`config.mk`:
```
export PLATFORM = sky130hd
export DESIGN_NAME = game_sequencer
export DESIGN_NICKNAME = d
export VERILOG_FILES = /design/src/rtl/game_pkg.sv /design/src/rtl/phase_timer.sv /design/src/rtl/game_sequencer.sv
export SDC_FILE = /design/constraint.sdc
export NUM_CORES = 1
export LEC_CHECK = 0
export CAP_MARGIN = 15
export CORE_UTILIZATION = 52
export DETAILED_ROUTE_END_ITERATION = 10
export GPL_TIMING_DRIVEN = 0
export PLACE_DENSITY_LB_ADDON = 0.1
export SLEW_MARGIN = 20
export SYNTH_ARGS = -nofsm -noshare
export SYNTH_HDL_FRONTEND = slang
export SYNTH_SLANG_ARGS = --single-unit
```
`constraint.sdc`:
```
create_clock -name fastClk -period 6.5 [get_ports fastClk]
set_input_delay 0.65 -clock fastClk [delete_from_list [all_inputs] [get_ports fastClk]]
set_output_delay 0.65 -clock fastClk [all_outputs]
set_load 0.05 [all_outputs]
```
`src/rtl/game_pkg.sv`:
```
// Shared definitions for the memorization game: round-state encoding and
// the BCD digit sanitizer reused by the display driver and entry logic.
package game_pkg;

   localparam int unsigned DIGIT_MAX = 9;
   localparam int unsigned DIGIT_W   = 4;
   localparam int unsigned NUM_DIGITS = 4;
   localparam int unsigned VALUE_W   = DIGIT_W * NUM_DIGITS;

   localparam logic [1:0] ST_IDLE   = 2'd0;
   localparam logic [1:0] ST_SHOW   = 2'd1;
   localparam logic [1:0] ST_ENTRY  = 2'd2;
   localparam logic [1:0] ST_RESULT = 2'd3;

   // Fold a raw nibble into 0..9 by dropping one decade when it overflows.
   function automatic logic [DIGIT_W-1:0] sanitizeNibble(input logic [DIGIT_W-1:0] n);
      return (n > DIGIT_W'(DIGIT_MAX)) ? n - DIGIT_W'(10) : n;
   endfunction

   function automatic logic [VALUE_W-1:0] sanitize(input logic [VALUE_W-1:0] v);
      logic [VALUE_W-1:0] r;
      r = '0;
      for (int i = 0; i < int'(NUM_DIGITS); i++) begin
         r[i*DIGIT_W +: DIGIT_W] = sanitizeNibble(v[i*DIGIT_W +: DIGIT_W]);
      end
      return r;
   endfunction

endpackage

```
`src/rtl/phase_timer.sv`:
```
// Loadable down-counter that measures each game phase; parks at zero.
module phase_timer #(
   parameter int unsigned TIMER_W = 32
) (
   input  logic               fastClk,
   input  logic               rst,
   input  logic               load,
   input  logic [TIMER_W-1:0] loadValue,
   output logic [TIMER_W-1:0] value,
   output logic               isZero_c
);

   always_ff @(posedge fastClk or posedge rst) begin
      if (rst) begin
         value <= '0;
      end else if (load) begin
         value <= loadValue;
      end else if (value != '0) begin
         value <= value - TIMER_W'(1);
      end
   end

   assign isZero_c = (value == '0);

endmodule

```
`src/rtl/game_sequencer.sv`:
```
// Round controller: shows a target, opens a timed entry window, judges the
// submission and either advances the level or returns to idle.
module game_sequencer
   import game_pkg::*;
#(
   parameter int unsigned TIMER_W         = 32,
   parameter int unsigned SHOW_CYCLES     = 200000000,
   parameter int unsigned LEVEL_STEP      = 25000000,
   parameter int unsigned MIN_SHOW_CYCLES = 50000000,
   parameter int unsigned ENTRY_TIMEOUT   = 1000000000,
   parameter int unsigned RESULT_CYCLES   = 150000000,
   parameter int unsigned MAX_LEVEL       = 15
) (
   input  logic        fastClk,
   input  logic        rst,
   input  logic        startPulse,
   input  logic        submitPulse,
   input  logic [15:0] randIn,
   input  logic [15:0] userInput,
   output logic        displayPhase,
   output logic        inputReady,
   output logic        correct,
   output logic [15:0] randInt,
   output logic        entryEnable,
   output logic        clearEntry,
   output logic [3:0]  level,
   output logic [7:0]  score
);

   localparam int unsigned PROD_W = TIMER_W + 4;

   logic [1:0]         state;
   logic [1:0]         nextState;
   logic               timerLoad;
   logic [TIMER_W-1:0] timerLoadVal;
   logic [TIMER_W-1:0] timerValue;
   logic               timerZero;
   logic [3:0]         levelNext;
   logic [7:0]         scoreNext;
   logic [15:0]        randNext;
   logic               correctNext;
   logic               clearNext;

   // Display length shrinks per level down to a floor; guarded so nothing wraps.
   function automatic logic [TIMER_W-1:0] showLenFor(input logic [3:0] lv);
      logic [PROD_W-1:0] prod;
      logic [PROD_W-1:0] len;
      prod = PROD_W'(lv) * PROD_W'(LEVEL_STEP);
      if (prod >= PROD_W'(SHOW_CYCLES)) begin
         len = PROD_W'(MIN_SHOW_CYCLES);
      end else begin
         len = PROD_W'(SHOW_CYCLES) - prod;
         if (len < PROD_W'(MIN_SHOW_CYCLES)) len = PROD_W'(MIN_SHOW_CYCLES);
      end
      return TIMER_W'(len);
   endfunction

   phase_timer #(.TIMER_W(TIMER_W)) phaseTimer (
      .fastClk   (fastClk),
      .rst       (rst),
      .load      (timerLoad),
      .loadValue (timerLoadVal),
      .value     (timerValue),
      .isZero_c  (timerZero)
   );

   always_ff @(posedge fastClk or posedge rst) begin
      if (rst) begin
         state <= ST_IDLE;
      end else begin
         state <= nextState;
      end
   end

   always_comb begin
      nextState    = state;
      timerLoad    = 1'b0;
      timerLoadVal = '0;
      levelNext    = level;
      scoreNext    = score;
      randNext     = randInt;
      correctNext  = correct;
      clearNext    = 1'b0;
      case (state)
         ST_IDLE: begin
            if (startPulse) begin
               nextState    = ST_SHOW;
               levelNext    = 4'd0;
               scoreNext    = 8'd0;
               randNext     = sanitize(randIn);
               timerLoad    = 1'b1;
               timerLoadVal = showLenFor(4'd0) - TIMER_W'(1);
            end
         end
         ST_SHOW: begin
            if (timerZero) begin
               nextState    = ST_ENTRY;
               clearNext    = 1'b1;
               timerLoad    = 1'b1;
               timerLoadVal = TIMER_W'(ENTRY_TIMEOUT - 1);
            end
         end
         ST_ENTRY: begin
            // A submit on the timeout cycle still gets judged.
            if (submitPulse || timerZero) begin
               nextState    = ST_RESULT;
               correctNext  = submitPulse && (userInput == randInt);
               timerLoad    = 1'b1;
               timerLoadVal = TIMER_W'(RESULT_CYCLES - 1);
            end
         end
         default: begin
            if (timerZero) begin
               if (correct) begin
                  nextState    = ST_SHOW;
                  scoreNext    = (score == 8'hFF) ? score : score + 8'd1;
                  levelNext    = (level >= 4'(MAX_LEVEL)) ? level : level + 4'd1;
                  randNext     = sanitize(randIn);
                  timerLoad    = 1'b1;
                  timerLoadVal = showLenFor(levelNext) - TIMER_W'(1);
               end else begin
                  nextState = ST_IDLE;
               end
            end
         end
      endcase
   end

   // Phase flags are registered from the upcoming state so they track it exactly.
   always_ff @(posedge fastClk or posedge rst) begin
      if (rst) begin
         displayPhase <= 1'b0;
         inputReady   <= 1'b0;
         entryEnable  <= 1'b0;
         clearEntry   <= 1'b0;
         correct      <= 1'b0;
         randInt      <= '0;
         level        <= '0;
         score        <= '0;
      end else begin
         displayPhase <= (nextState == ST_SHOW);
         inputReady   <= (nextState == ST_RESULT);
         entryEnable  <= (nextState == ST_ENTRY);
         clearEntry   <= clearNext;
         correct      <= correctNext;
         randInt      <= randNext;
         level        <= levelNext;
         score        <= scoreNext;
      end
   end

endmodule

```
After elaboration in Yosys (flattened, before gate mapping)

Cells that the tools add are included.
Widths: inputs -> output; s select.

Input bits: 36
Bits in registers: 67
Logic and storage cells: 94
Output and inout port bits: 33

Multipliers: 1
Reductions and logical operators: 13
Magnitude comparators: 7
Add/sub/neg operators: 9
Muxes and demuxes: 44
Bitwise logic cells: 1
Equality and inequality tests: 9

Operators with widths:

| operator               | count |
|---|---|
| $mux 32                | 9 |
| $pmux 32 s3            | 1 |
| $sub 32x1->32 const B  | 2 |
| $mux 28                | 2 |
| $mux 16                | 3 |
| $lt 36x26->1 const B   | 1 |
| $logic_not 32->1       | 1 |
| $mux 4                 | 8 |
| $mux 8                 | 4 |
| $pmux 16 s2            | 1 |
| $reduce_bool 32->1     | 1 |
| $mux 30                | 1 |
| $sub 28x29->30 const A | 1 |
| $ge 29x28->1 const B   | 1 |
| $mul 4x19->23 const B  | 1 |
| $eq 16x16->1           | 1 |
| $gt 4x4->1 const B     | 4 |
| $pmux 8 s2             | 1 |
| $sub 4x4->4 const B    | 4 |
| $add 8x1->8 const B    | 1 |
| $eq 8x8->1 const B     | 1 |
| $mux 2                 | 4 |
| $pmux 4 s2             | 1 |
| $mux 1                 | 7 |
| 18 further kinds       | 23 |

Longest topological paths before layout

Gate-level depths: netlist of run 1.

Word-level depth: 15
Mapped depth: 27
Gate-level depth less buffers: 25

By module

From an unflattened synthesis of run 1, not the netlist that was laid out.

Cell total of the unflattened synthesis: 767
Area total of the unflattened synthesis: 6409.9 um2

Modules (own cells, without submodules):

| module         | area each (um2) | times used | sequential area each (um2) | cells each |
|---|---|---|---|---|
| game_sequencer | 4578.1          | 1          | 875.8                      | 564 |
| phase_timer    | 1831.8          | 1          | 800.8                      | 203 |

Worst setup path after synthesis of run 1

OpenSTA, ideal clock, no wires.

Path kind: register to register
From: register level[1]
To: register phaseTimer.value[12]
Path slack: -65 ps
Data required time: 6381 ps
Clock period less this slack: 6565 ps
Cell stages (with the launch flop): 23
Arrival time: 6446 ps
Library setup time: 119 ps
Path buffers: 0
Cell sequence: dfrtp_1 > ha_1 > o21ai_0 > fa_1 > inv_1 > fa_1 > fa_1 > a211o_1 > a41o_4 > o22ai_2 > xor2_1 > nor3_2 > a31oi_4 > xnor2_1 > a41o_1 > a2111oi_4 > nor3_1 > ha_1 > nand3_1 > o21ai_0 > nand2_1 > mux2i_1 > o21a_1

Longest elaborated chain between the ends: 15
Elaborated cells on any way between the ends: 17
Classes of those cells: add/sub: 3; mul: 1; order compare: 3; mux: 10

RTL lines:

| item                                             | RTL line              | text |
|---|---|---|
| start: declaration                               | game_sequencer.sv:26  | `output logic [3:0] level,` |
| start signal: assignment                         | game_sequencer.sv:147 | `level <= levelNext;` |
| $add 4x1->4 / $ge 4x4->1 (equally long branches) | game_sequencer.sv:117 | `levelNext = (level >= 4'(MAX_LEVEL)) ? level : level + 4'd1;` |
| $mux 4 *                                         | game_sequencer.sv:117 |  |
| $mul 4x19->23 *                                  | game_sequencer.sv:48  | `prod = PROD_W'(lv) * PROD_W'(LEVEL_STEP);` |
| $sub 28x29->30                                   | game_sequencer.sv:52  | `len = PROD_W'(SHOW_CYCLES) - prod;` |
| $lt 36x26->1                                     | game_sequencer.sv:53  | `if (len < PROD_W'(MIN_SHOW_CYCLES)) len = PROD_W'(MIN_SHOW_CYCLES);` |
| $mux 32                                          | game_sequencer.sv:53  |  |
| $mux 32 *                                        | game_sequencer.sv:49  | `if (prod >= PROD_W'(SHOW_CYCLES)) begin` |
| $mux 32 *                                        | game_sequencer.sv:114 | `if (correct) begin` |
| $mux 32 *                                        | game_sequencer.sv:113 | `if (timerZero) begin` |
| $mux 32 *                                        | game_sequencer.sv:84  | `case (state)` |
| $sub 32x1->32 *                                  | game_sequencer.sv:120 | `timerLoadVal = showLenFor(levelNext) - TIMER_W'(1);` |
| $mux 32 *                                        | game_sequencer.sv:114 |  |
| $mux 32 *                                        | game_sequencer.sv:113 |  |
| $pmux 32 s3 *                                    | game_sequencer.sv:84  |  |
| $mux 32 *                                        | phase_timer.sv:16     | `end else if (load) begin` |
| end signal: assignment                           | phase_timer.sv:17     | `value <= loadValue;` |
| end signal: assignment                           | phase_timer.sv:19     | `value <= value - TIMER_W'(1);` |
| end: declaration                                 | phase_timer.sv:9      | `output logic [TIMER_W-1:0] value,` |

Every way passes the cells marked *; elsewhere a longest branch is shown, timed or not. The select of a mux whose other input is x is not followed.
A chain may end at the register's enable or synchronous reset.

Final worst setup path of run 1

From: register level[0]
To: register phaseTimer.value[12]

Same word-level chain as after synthesis.

==> results.md, run 1 <==
- Global routing used 46.69% of the available met2 tracks.
- The number of synthesized register bits is 67.
- The critical-path cell with the highest stage delay is sky130_fd_sc_hd__fa_2.
- The signal on the critical path passes through buf_4, and3_1, nand3b_1, nand2_4, fa_1, inv_1, fa_2, fa_1, a211o_1, a41o_4, a21oi_2, xor2_1, nor3_4, buf_4, a41oi_1, xnor2_1, a2111oi_4, nand2b_1, ha_1, nand3_1, o21ai_0, nand2_1, mux2i_1, o21a_1.
- The wire length of the first global-routing pass is 24540 um.
- The number of buffer cells added on primary ports is 68.
- In this run switching power makes up 25.28% of total power.
- After layout, the worst path uses 94.65% of the clock period.
- The horizontal die dimension is 105.8 um.
- When the netlist entered floorplanning its net count stood at 750.
- The internal power component is 0.0006834 W.
- The layout-stage area growth over the synthesis result is 21.48%.
- After floorplanning, the core was divided into 37 placement rows.
- The worst path meets setup with 0.3475 ns of slack.
- The via count of the first global-routing pass is 5210.
- Global routing consumed, on the met1 layer, 35.34% of the routing resources.
- The post-DP HPWL is 11270 um.
- The sequential cell area fraction in the yosys report is 29.92%.
- The clock net in this run drives a total of 67 sinks.
- The leakage power of the design is 2.789 nW.
- The detail route stage leaves a number of antenna-violating nets equal to 0.
- The final weighted congestion of routability-driven global placement is 0.9242.
- Setup repair after global routing left no endpoint under its margin.
- The cell depth of the worst flop-to-flop path is 24.
- The classification of the worst-slack hold path is register to register.
- Yosys mapped the design onto 65 distinct sky130hd cell types.
- The part of the total power dissipated in the clock network is 42.0%.
- The delay contributed by the slowest stage of the critical path is 0.50 ns.
- The maximum fanout along the worst path is 10.
- The sort of element at the start of the critical path is a register.
- The antenna diode count is 0.
- The pre-antenna-repair detailed-routing pass consisted of 5 iterations.
- The global routing stage identified its most utilized layer as met2.
- Detailed routing inserted a total of 5241 vias.
- The netlist area before placement is 0.005604 mm^2.
- Ranked by total cell area, the synthesized netlist is headed by sky130_fd_sc_hd__dfrtp_1 (30%), sky130_fd_sc_hd__ha_1 (9.2%), sky130_fd_sc_hd__xor2_1 (6.4%).
- The number of DRC markers in iteration 0 is 249.
- In the final routed layout, each cell accounts on average for 16.62 um.
- The number of synthesized flops with an enable pin is 0.
- The initial antenna violation count came to 0.
- The count of placed standard cells in the final layout, fillers left out is 888.
- The net count of the finished layout is 833.
- The slew of the pin with the lowest slew margin is 0.8573 ns.
- The max-slew violation total from the final report was 0.
- IR analysis of the VDD net gives a maximum drop of 0.1108 mV.
- The maximum root-to-sink buffer count is 2.
- After detailed routing, the number of vias per cell comes to 5.902.
- Clock tree synthesis inserted a total of 9 buffers.
- The share of final-layout standard cells stronger than drive strength 1 is 8.511%.
- The maximum number of pins on one net before global-route repair is 43.
- TritonCTS built the clock tree.
- The worst setup path is of the register to register kind.
- Before CTS, the worst setup slack after placement is -0.2745 ns.
- The worst endpoint data arrival time is 6.44 ns.
- The count of endpoints failing hold in the final timing report is 0.
- The setup violation total in the final timing report is 0.
- Synthesis produced 665 cells.
- The number of placed instances with taps included is 870.
- The total wire length is 14760 um.
- The worst setup path startpoint is level[0].
- The placeable core region is 0.01037 mm^2.
- The number of cells on the worst hold path is 2.
- The floorplan die area is 0.01120 mm^2.
- The run finished with clean final reports.
- The combinational share of power is 10.8%.
- The reg-to-reg startpoint is level[0].
- The top cell type by area accounts for 29.92% of the synthesized area.
- The analysis attributes to net switching a power of 0.0002312 W.
- Global routing consumed, on the met3 layer, 3.772% of the routing resources.
- The final-layout fill cell count is 905.
- The smallest clock period supported by the final layout is computed as 6.153 ns.
- In the synthesized netlist the async set-or-reset flop fraction comes to 100.0%.
- The multi-input gate area in the final layout is 0.003766 mm^2.
- STA classifies the critical path endpoint as a register.
- The source of the worst hold timing path is randInt[13].
- The sequential cells in the finished layout cover a total of 0.001678 mm^2.
- During synthesis, Yosys emitted a total of 0 warnings.
- The total overflow left after global routing is 0.
- For this design the top-level I/O count stands at 69.
- The buffer type at the clock tree root is sky130_fd_sc_hd__clkbuf_8.
- The clock tree synthesis step divided the H-tree into 3 levels.
- Clock-pin slew was measured on the worst setup and hold paths at 0.08 ns.
- The relative max-transition margin is 42.32%.
- Once the floorplan was initialized, standard cells occupied 54.04% of the core.
- Power spread over the standard cell area amounts to 134.3 mW/mm^2.
- Clock skew on the completed layout was measured at 0.01834 ns.
- The utilization of the core after routing is 65.65%.
- The clock reaches the later pin of the worst-skew pair after 0.35 ns.
- Global routing consumed, over all layers together, 27.29% of the routing resources.
- In the routed design, unresolved DRC markers number 0.
- The data required time of the critical path is 6.79 ns.
- The die is 105.8 um tall.
- Across the run, the number of max-cap violations was 0.
- The design draws 0.0009146 W.
- The setup total negative slack is 0 ns.
- The timing-limited maximum frequency is 162.5 MHz.
- sky130_fd_sc_hd__dfrtp_1 takes more of the synthesized area than any other cell.
- The predominant post-synthesis flop cell is sky130_fd_sc_hd__dfrtp_1.
- The sequential power share is 47.1%.
- The synthesized area divided by synthesized cell count is 8.427 um^2.
==> timing repair <==
| action | CTS | global route |
|---|---|---|
| resized for setup | 6 | 11 |
| pin swaps | 1 | 2 |
| buffers inserted | 2 | 3 |
| setup endpoints to repair | 4 | 4 |
| hold buffers | 0 | 0 |
==> worst paths after layout <==
path                                         to  slack [ns]
hold / removal                      randInt[13]        0.52
hold reg to reg                     randInt[13]        0.52
setup / recovery           phaseTimer.value[12]        0.35
setup reg to reg           phaseTimer.value[12]        0.35
max in group asynchronous  phaseTimer.value[25]        5.30
min in group asynchronous           randInt[12]        0.66
==> final cells by class <==
class	instances	area share, %
inverters	37	2.077
plain buffers	18	1.470
clock inverters	6	1.323
flip-flops and latches	67	24.65
repair buffers	74	10.84
clock buffers	9	1.820
multi-input cells	541	55.32
well taps	136	2.500
==> Yosys cell counts, drive strengths merged (3+ instances only) <==
| master | count |
|---|---|
| inv | 37 |
| nand3 | 22 |
| o22ai | 4 |
| clkbuf | 12 |
| ha | 41 |
| nor2 | 59 |
| or3 | 6 |
| buf | 8 |
| dfrtp | 67 |
| and2 | 4 |
| xnor2 | 36 |
| o211ai | 3 |
| a211oi | 7 |
| or4 | 5 |
| a21o | 8 |
| o21ai | 51 |
| nand4 | 14 |
| a31oi | 7 |
| o31ai | 5 |
| fa | 8 |
| nand3b | 5 |
| nand2b | 5 |
| or2 | 5 |
| xor2 | 41 |
| and3 | 8 |
| nor4 | 16 |
| nor3 | 19 |
| a21oi | 43 |
| nand2 | 88 |
==> registers in the layout (all words and copies together) (netlist names) <==
| signal | cells |
|---|---|
| phaseTimer.value | 32 |
| randInt | 16 |
| score | 8 |
| level | 4 |
| state | 2 |
| clearEntry | 1 |
| correct | 1 |
| displayPhase | 1 |
| entryEnable | 1 |
| inputReady | 1 |
==> power groups by stage <==
| stage | clock network (W) | registers, W | logic [W] |
|---|---|---|---|
| 2_1_floorplan | 0 | 0.000463 | 0.0000273 |
| 3_3_place_gp | 0 | 0.000439 | 0.0000960 |
| 3_5_place_dp | 0 | 0.000439 | 0.0000999 |
| 4_1_cts | 0.000386 | 0.000431 | 0.000100 |
| 5_1_grt | 0.000403 | 0.000432 | 0.000107 |
| 6_report | 0.000384 | 0.000431 | 0.0000991 |
==> routing by layer <==
metal  part of all wire [%]  wire length, um  vias to the layer above
met3                    4.6              674                       37
li1                       -                -                     2510
met4                    2.8              410                        0
met2                     49             7210                      178
met5                      0                0                        -
met1                     44             6463                     2516
==> per-stage QoR <==
step / hold slack (ns) / cell area (um^2)
2_1_floorplan: 0.5036 / 5604
3_3_place_gp: 0.5032 / 6455
3_5_place_dp: 0.5032 / 6477
4_1_cts: 0.5218 / 6743
5_1_grt: 0.5644 / 6808
6_report: 0.5219 / 6808
==> kinds of logic (layout without fill, tap and decap cells) <==
group                      after synthesis  count (layout)  share of synthesized area, %
and+or+nand+nor                        262             262                         23.38
DFF                                     67              67                         29.92
buffers and inverters                   57             144                         4.353
AOI/OAI and AO/OA                      149             149                         17.41
adders and majority gates               49              49                         12.01
xor gates and xnor gates                77              77                         12.17
muxes                                    4               4                        0.7591
==> critical path: cells and delay by family (launching register included) <==
kind	cells	cell delay, ns
flops	1	0.44
fa+ha+maj	4	1.68
simple gates	7	1.02
mux	1	0.18
xor+xnor	2	0.51
compound gates	7	1.74
buf+inv	3	0.55
==> layout by cell type (no fill, tap or decap), types with 18 or more instances in the layout <==
cell type                         netlist  routed
sky130_fd_sc_hd__xor2_1                41      40
sky130_fd_sc_hd__dfrtp_1               67      66
sky130_fd_sc_hd__inv_1                 37      36
sky130_fd_sc_hd__nor3_1                18      18
sky130_fd_sc_hd__xnor2_1               35      35
sky130_fd_sc_hd__nor2_1                58      58
sky130_fd_sc_hd__nand3_1               22      21
sky130_fd_sc_hd__a21oi_1               42      42
sky130_fd_sc_hd__nand2_1               88      87
sky130_fd_sc_hd__clkdlybuf4s50_1        0      68
sky130_fd_sc_hd__o21ai_0               48      47
sky130_fd_sc_hd__ha_1                  41      40
Power figures use the tool's default switching activity.
==> inputs of run 2 (changes only) <==
PLACE_DENSITY = 0.78   (was unset)
PLACE_DENSITY_LB_ADDON = unset   (was 0.1)
==> results.md, run 2 (synthesis gave the netlist of run 1 again) <==
- The number of CTS-inserted buffers is 9 (unchanged).
- The total routed wire length on the met1 layer is 6498 um (+0.54%).
- The effective utilization at floorplan was 54.04% (unchanged).
- The wire length of the first global-routing pass was 26060 um (+6.2%).
- The most frequent standard cell in the layout excluding fill and tap cells is sky130_fd_sc_hd__nand2_1.
- The top-level port count came to 69 (unchanged).
- The CTS clock-pin slew for the worst setup and hold paths is 0.08 ns (about the same).
- The number of hold buffers added after CTS was 0 (unchanged).
- The relative max-transition margin is 40.75% (-1.6 points).
- The post-DP HPWL is 11760 um (+4.4%).
- The clock insertion delay at the later pin of the skew report came to 0.36 ns (about the same).
- The met2 wirelength from detailed routing is 7885 um (+9.4%).
- The horizontal die dimension was 105.8 um (unchanged).
- The register containing the most flip-flops in the final layout is phaseTimer.value.
- The sum of met3 wire segment lengths after detailed routing came to 707 um (+4.9%).
- The final critical-path required period is 6.203 ns (+0.05018 ns).
- The total track usage is 29.18% (+1.9 points).
- The via count of the first global-routing pass is 5333 (+2.4%).
- The routed via count is 5212 (-0.55%).
- The average wire length per cell after detail routing is 17.38 um (+4.6%).
- The number of DRC markers in iteration 0 was 386 (+55%).
- The count of maximum capacitance violations is 0 (unchanged).
- The utilization of the core after routing was 65.61% (about the same).
- The worst setup path is captured at a register.
- The number of placed instances with taps included is 870 (unchanged).
- The clock tree skew after final layout is 0.01357 ns (-0.004772 ns).
- TritonCTS built the clock tree.
- The worst setup slack after placement is -0.3974 ns (-0.1229 ns).
- The total wire length was 15430 um (+4.6%).
- The number of core rows came to 37 (unchanged).
- The maximum number of pins on one net before global-route repair is 51 (+19%).
- The clock net sink count came to 67 (unchanged).
- The buffer type at the clock tree root is sky130_fd_sc_hd__clkbuf_8.
- The max-slew violation total from the final report is 0 (unchanged).
- The placeable core region is 0.01037 mm^2 (unchanged).
- The final weighted congestion of routability-driven global placement is 0.9263 (+0.23%).
- The number of H-tree levels is 3 (unchanged).
- The final cycle utilization of the critical path was 95.43% (+0.77 points).
- The total grt overflow is 0 (unchanged).
- The layout-stage area growth over the synthesis result was 21.41% (about the same).
- The initial antenna violation count is 0 (unchanged).
- The flow ran to the end, and the final reports show no timing, DRC or antenna violations.
- In the final layout, the registers with the most flip-flops are phaseTimer.value: 32 flops, randInt: 16 flops, score: 8 flops.
- In the layout the commonest cells are sky130_fd_sc_hd__nand2_1 (87), sky130_fd_sc_hd__clkdlybuf4s50_1 (68), sky130_fd_sc_hd__dfrtp_1 (64).
- The post-layout net count came to 833 (unchanged).
- The critical setup path kind is register to register.
- The data required time of the critical path came to 6.80 ns (about the same).
- The count of placed standard cells in the final layout, fillers left out is 888 (unchanged).
- The maximum fanout along the worst path is 7 (-3).
- The areal power density over the cells is 127.6 mW/mm^2 (-5.1%).
- The slew of the pin with the lowest slew margin is 0.8806 ns (+0.02327 ns).
- The timing-limited maximum frequency came to 161.2 MHz (-0.81%).
- The number of routed nets with antenna violations is 0 (unchanged).
- The antenna diode count is 0 (unchanged).
- The leakage power of the design is 2.782 nW (-0.24%).
- The worst endpoint data arrival time is 6.51 ns (+0.07 ns).
- The setup violation total in the final timing report is 0 (unchanged).
- The DRC violations left came to 0 (unchanged).
- The minimum setup slack in the final design is 0.2973 ns (-0.05018 ns).
- The number of flip-flops under the largest register name is 32 (unchanged).
- The floorplan die area is 0.01120 mm^2 (unchanged).
- The mean number of vias per cell is 5.869 (-0.55%).
- The final hold slack came to 0.5430 ns (+0.02111 ns).
- The first-pass detailed-route iteration total is 5 (unchanged).
- The die outline height is 105.8 um (unchanged).
- The share of final-layout standard cells stronger than drive strength 1 is 9.309% (+0.80 points).
- The highest ir drop seen on vdd is 0.1023 mV (-7.7%).
- STA classifies the critical path startpoint as a register.
- The number of buffer cells added on primary ports is 68 (unchanged).
- After detailed routing, no signal wire sits above met4.
- The path class of the tightest hold or removal check is register to register.
- The maximum root-to-sink buffer count is 2 (unchanged).
- The count of endpoints failing hold in the final timing report came to 0 (unchanged).
run 2: changes by cell type in the layout (fill, tap and decap cells not counted), sizes merged:
cell	previous run	this run
bufinv	2	1
inv	38	37
clkinv	2	4
run 2: repair_timing:
action / in CTS / in global routing
pin swaps: 1 / 3
gates cloned: 0 / 0
setup buffers: 3 / 2
setup endpoints to repair: 4 / 4
resized for setup: 7 / 16
run 2: area by class of cell:
type | count | area (um^2)
clock buffers | 9 | 123.9
clock inverters | 6 | 57.56
inverters | 37 | 141.4
multi-input cells | 541 | 3785
fillers | 880 | 3566
repair buffers | 74 | 745.7
well taps | 136 | 170.2
plain buffers | 18 | 100.1
flip-flops and latches | 67 | 1680
run 2: path summary, 6_finish.rpt:
check / start / end / slack (ns) / depth (start not counted)
worst max-delay path: level[1] / phaseTimer.value[12] / 0.30 / 23
worst min-delay path: randInt[2] / randInt[2] / 0.54 / 1
worst max register to register: level[1] / phaseTimer.value[12] / 0.30 / 23
worst min register to register: randInt[2] / randInt[2] / 0.54 / 1
max in group asynchronous: rst / level[0] / 5.39 / 3
min in group asynchronous: rst / entryEnable / 0.58 / 2
run 2: through the flow:
stage,total power (W),cell area (um^2),setup TNS [ns]
after global routing,0.0008955,6804,-0.03290
final,0.0008679,6804,0
after global placement,0.0005343,6455,-0.3247
after CTS,0.0008702,6733,0
after detailed placement,0.0005399,6485,-0.8367
after floorplan,0.0004900,5604,0
run 2: critical path, stage by stage, from the launching register on:
cell                        delay (ns)
sky130_fd_sc_hd__dfrtp_2          0.48
sky130_fd_sc_hd__ha_4             0.21
sky130_fd_sc_hd__nand3_2          0.21
sky130_fd_sc_hd__mux2i_4          0.28
sky130_fd_sc_hd__fa_1             0.54
sky130_fd_sc_hd__inv_2            0.08
sky130_fd_sc_hd__fa_2             0.52
sky130_fd_sc_hd__fa_1             0.48
sky130_fd_sc_hd__a211o_1          0.37
sky130_fd_sc_hd__a41o_4           0.32
sky130_fd_sc_hd__a21oi_2          0.16
sky130_fd_sc_hd__xor2_1           0.15
sky130_fd_sc_hd__nor3_4           0.32
sky130_fd_sc_hd__a31oi_4          0.12
sky130_fd_sc_hd__xnor2_1          0.17
sky130_fd_sc_hd__a41o_1           0.26
sky130_fd_sc_hd__a2111oi_4        0.38
sky130_fd_sc_hd__nand2b_1         0.18
sky130_fd_sc_hd__ha_1             0.23
sky130_fd_sc_hd__nand3_1          0.13
sky130_fd_sc_hd__o21ai_0          0.12
sky130_fd_sc_hd__nand2_1          0.08
sky130_fd_sc_hd__mux2i_1          0.18
sky130_fd_sc_hd__o21a_1           0.15
run 2: per-layer routing:
metal,global-route usage (%),up-vias
met5,0,-
met3,4.205,35
met2,51.40,172
met4,10.42,0
met1,36.20,2505
li1,-,2500
run 2: where the power goes:
group,switching (W),internal (W),total [W]
logic,0.0000547,0.0000452,0.0000999
registers,0.00000749,0.000424,0.000431
clock network,0.000165,0.000172,0.000337
==> inputs of run 3 (changes only) <==
CORE_UTILIZATION = 50   (was 52)
DONT_BUFFER_PORTS = 1   (was unset)
PLACE_DENSITY = 0.68   (was 0.78)
==> results.md, run 3 (synthesis gave the netlist of run 1 again) <==
- The flow ran to the end, and the final reports show no timing, DRC or antenna violations.
- The setup violation total in the final timing report is 0 (unchanged).
- TritonCTS built the clock tree.
- From synthesis to final layout, the design area changed by 10.00%.
- The post-DP HPWL came to 11190 um (-4.9%).
- The maximum number of pins on one net before global-route repair is 42 (-18%).
- The CTS clock-pin slew for the worst setup and hold paths is 0.08 ns (about the same).
- The leakage power of the design is 2.534 nW (-8.9%).
- The highest ir drop seen on vdd is 0.1250 mV (+22%).
- The met2 wirelength from detailed routing is 7358 um (-6.7%).
- The placeable core region is 0.01089 mm^2 (+5.0%).
- The horizontal die dimension is 107.9 um (+1.9%).
- The relative max-transition margin is 36.81% (-3.9 points).
- The mean number of vias per cell came to 5.924 (+0.93%).
- The data required time of the critical path was 6.81 ns (about the same).
- The number of hold buffers added after CTS is 0 (unchanged).
- The share of final-layout standard cells stronger than drive strength 1 is 10.61% (+1.3 points).
- The tree is rooted in a sky130_fd_sc_hd__clkbuf_8.
- The number of DRC markers in iteration 0 is 309 (-20%).
- The clock insertion delay at the later pin of the skew report is 0.36 ns (about the same).
- The utilization of the core after routing was 56.62% (-9.0 points).
- The maximum fanout along the worst path is 10 (+3).
- The setup total negative slack is 0 ns (unchanged).
- The maximum root-to-sink buffer count is 2 (unchanged).
- The library cell used most frequently in the layout, excluding fill and tap cells, is sky130_fd_sc_hd__nand2_1.
- The total wire length is 14690 um (-4.8%).
- The floorplan die area came to 0.01164 mm^2 (+3.9%).
- The DRC violations left is 0 (unchanged).
- The critical setup path kind is register to register.
- The total routed wire length on the met1 layer was 6451 um (-0.72%).
- The worst setup path is launched from a register.
- The classification of the worst-slack hold path is input pin to asynchronous set/reset pin.
- The number of H-tree levels is 3 (unchanged).
- The areal power density over the cells is 138.7 mW/mm^2 (+8.7%).
- The post-layout total power was 0.0008551 W (-1.5%).
- The final critical-path required period was 6.186 ns (-0.01674 ns).
- The count of maximum capacitance violations came to 0 (unchanged).
- The clock net sink count is 67 (unchanged).
- The timing-limited maximum frequency is 161.7 MHz (+0.27%).
- The initial antenna violation count is 0 (unchanged).
- The final-layout fill cell count is 1013 (+15%).
- The highest metal layer used by the detailed router is met4.
- The post-layout net count was 768 (-7.8%).
- The average wire length per cell after detail routing is 17.74 um (+2.1%).
- The total grt overflow is 0 (unchanged).
- The effective utilization at floorplan is 51.47% (-2.6 points).
- The via count of the first global-routing pass is 5069 (-5.0%).
- The worst endpoint data arrival time is 6.49 ns (-0.02 ns).
- The largest registers in the layout are phaseTimer.value: 32 flops, randInt: 16 flops, score: 8 flops.
- The register containing the most flip-flops in the final layout is phaseTimer.value.
- The count of endpoints failing hold in the final timing report is 0 (unchanged).
- The final cycle utilization of the critical path is 95.17% (-0.26 points).
- The slew of the pin with the lowest slew margin is 0.9392 ns (+0.05860 ns).
- The library cells used most frequently in the layout, excluding fill and tap cells, are sky130_fd_sc_hd__nand2_1 (87), sky130_fd_sc_hd__dfrtp_1 (63), sky130_fd_sc_hd__nor2_1 (58).
- The routed via count is 4905 (-5.9%).
- The wire length of the first global-routing pass was 24810 um (-4.8%).
- The number of flip-flops under the largest register name came to 32 (unchanged).
- The max-slew violation total from the final report is 0 (unchanged).
- The antenna diode count is 0 (unchanged).
- The first-pass detailed-route iteration total is 7 (+2).
- The top-level port count came to 69 (unchanged).
- The number of CTS-inserted buffers came to 9 (unchanged).
- The total track usage is 27.20% (-2.0 points).
- The number of buffer cells added on primary ports came to 0 (-100%).
- The final weighted congestion of routability-driven global placement came to 0.9308 (+0.49%).
- The number of routed nets with antenna violations came to 0 (unchanged).
- The number of core rows is 38 (+2.7%).
- The clock tree skew after final layout is 0.01444 ns (+0.0008676 ns).
- The sum of met3 wire segment lengths after detailed routing is 547 um (-23%).
- The die outline height is 107.9 um (+1.9%).
- STA classifies the critical path endpoint as a register.
-- run 3: cell count changes in the layout (fill, tap and decap cells not counted), sizes merged --
cell and delta:
buf +2, clkinv -4, clkdlybuf4s50 -68, inv +1
clkbuf +3, clkinvlp +2
-- run 3: path summary, 6_finish.rpt --
check	start	endpoint	slack (ns)	cells past startpoint
min in group fastClk	randIn[8]	randInt[8]	0.39	2
hold / removal	rst	score[2]	0.15	1
max in group asynchronous	rst	level[0]	5.80	2
hold reg to reg	phaseTimer.value[31]	phaseTimer.value[31]	0.56	2
setup / recovery	level[3]	phaseTimer.value[12]	0.31	23
setup reg to reg	level[3]	phaseTimer.value[12]	0.31	23
-- run 3: what timing repair did --
item,CTS,global route
setup buffers,3,3
hold endpoints to repair,0,0
gates resized for setup,12,21
endpoints found under the setup margin,16,15
pin swaps,2,1
-- run 3: routing by layer --
layer	vias to the layer above	global-route usage (%)
met5	-	0
met4	0	10.27
met3	31	4.056
met2	121	47.12
met1	2368	33.97
li1	2385	-
-- run 3: final cells by class --
class / instances / area, um^2 / share of cell area [%]
timing repair buffer: 7 / 65.06 / 1.055
sequential: 67 / 1687 / 27.36
buffer: 20 / 118.9 / 1.928
multi-input combinational: 541 / 3775 / 61.23
clock buffer: 11 / 141.4 / 2.293
clock inverter: 5 / 61.31 / 0.9945
inverter: 37 / 141.4 / 2.293
tap: 140 / 175.2 / 2.841
-- run 3: stage by stage --
stage / hold slack (ns) / cell area, um^2 / worst slack, ns / cells
after detailed placement: 0.5305 / 5802 / -0.6553 / 806
final: 0.1457 / 6165 / 0.3140 / 828
after global routing: 0.1576 / 6165 / -0.009752 / 828
after global placement: 0.5258 / 5779 / -0.6055 / 805
after floorplan: 0.5036 / 5604 / 0.1544 / 665
after CTS: 0.1412 / 6067 / 0.02993 / 825
-- run 3: critical path, stage by stage, from the launching register on --
cell,delay (ns)
sky130_fd_sc_hd__dfrtp_2,0.54
sky130_fd_sc_hd__clkbuf_4,0.28
sky130_fd_sc_hd__nand3_2,0.21
sky130_fd_sc_hd__mux2i_4,0.26
sky130_fd_sc_hd__fa_1,0.54
sky130_fd_sc_hd__inv_2,0.07
sky130_fd_sc_hd__fa_2,0.61
sky130_fd_sc_hd__ha_1,0.26
sky130_fd_sc_hd__a211oi_2,0.37
sky130_fd_sc_hd__o21ai_1,0.21
sky130_fd_sc_hd__a31oi_1,0.23
sky130_fd_sc_hd__xor2_1,0.34
sky130_fd_sc_hd__and3_1,0.29
sky130_fd_sc_hd__a31oi_4,0.10
sky130_fd_sc_hd__xnor2_1,0.19
sky130_fd_sc_hd__a41o_1,0.27
sky130_fd_sc_hd__a2111oi_4,0.40
sky130_fd_sc_hd__nand2b_1,0.17
sky130_fd_sc_hd__ha_1,0.21
sky130_fd_sc_hd__nand3_1,0.12
sky130_fd_sc_hd__o21ai_0,0.10
sky130_fd_sc_hd__nand2_1,0.07
sky130_fd_sc_hd__mux2i_1,0.16
sky130_fd_sc_hd__o21a_1,0.12
-- run 3: where the power goes --
| part | total (W) | internal (W) | switching, W |
|---|---|---|---|
| combinational | 0.0000346 | 0.0000154 | 0.0000192 |
| clock | 0.000364 | 0.000189 | 0.000175 |
| sequential | 0.000456 | 0.000423 | 0.0000336 |
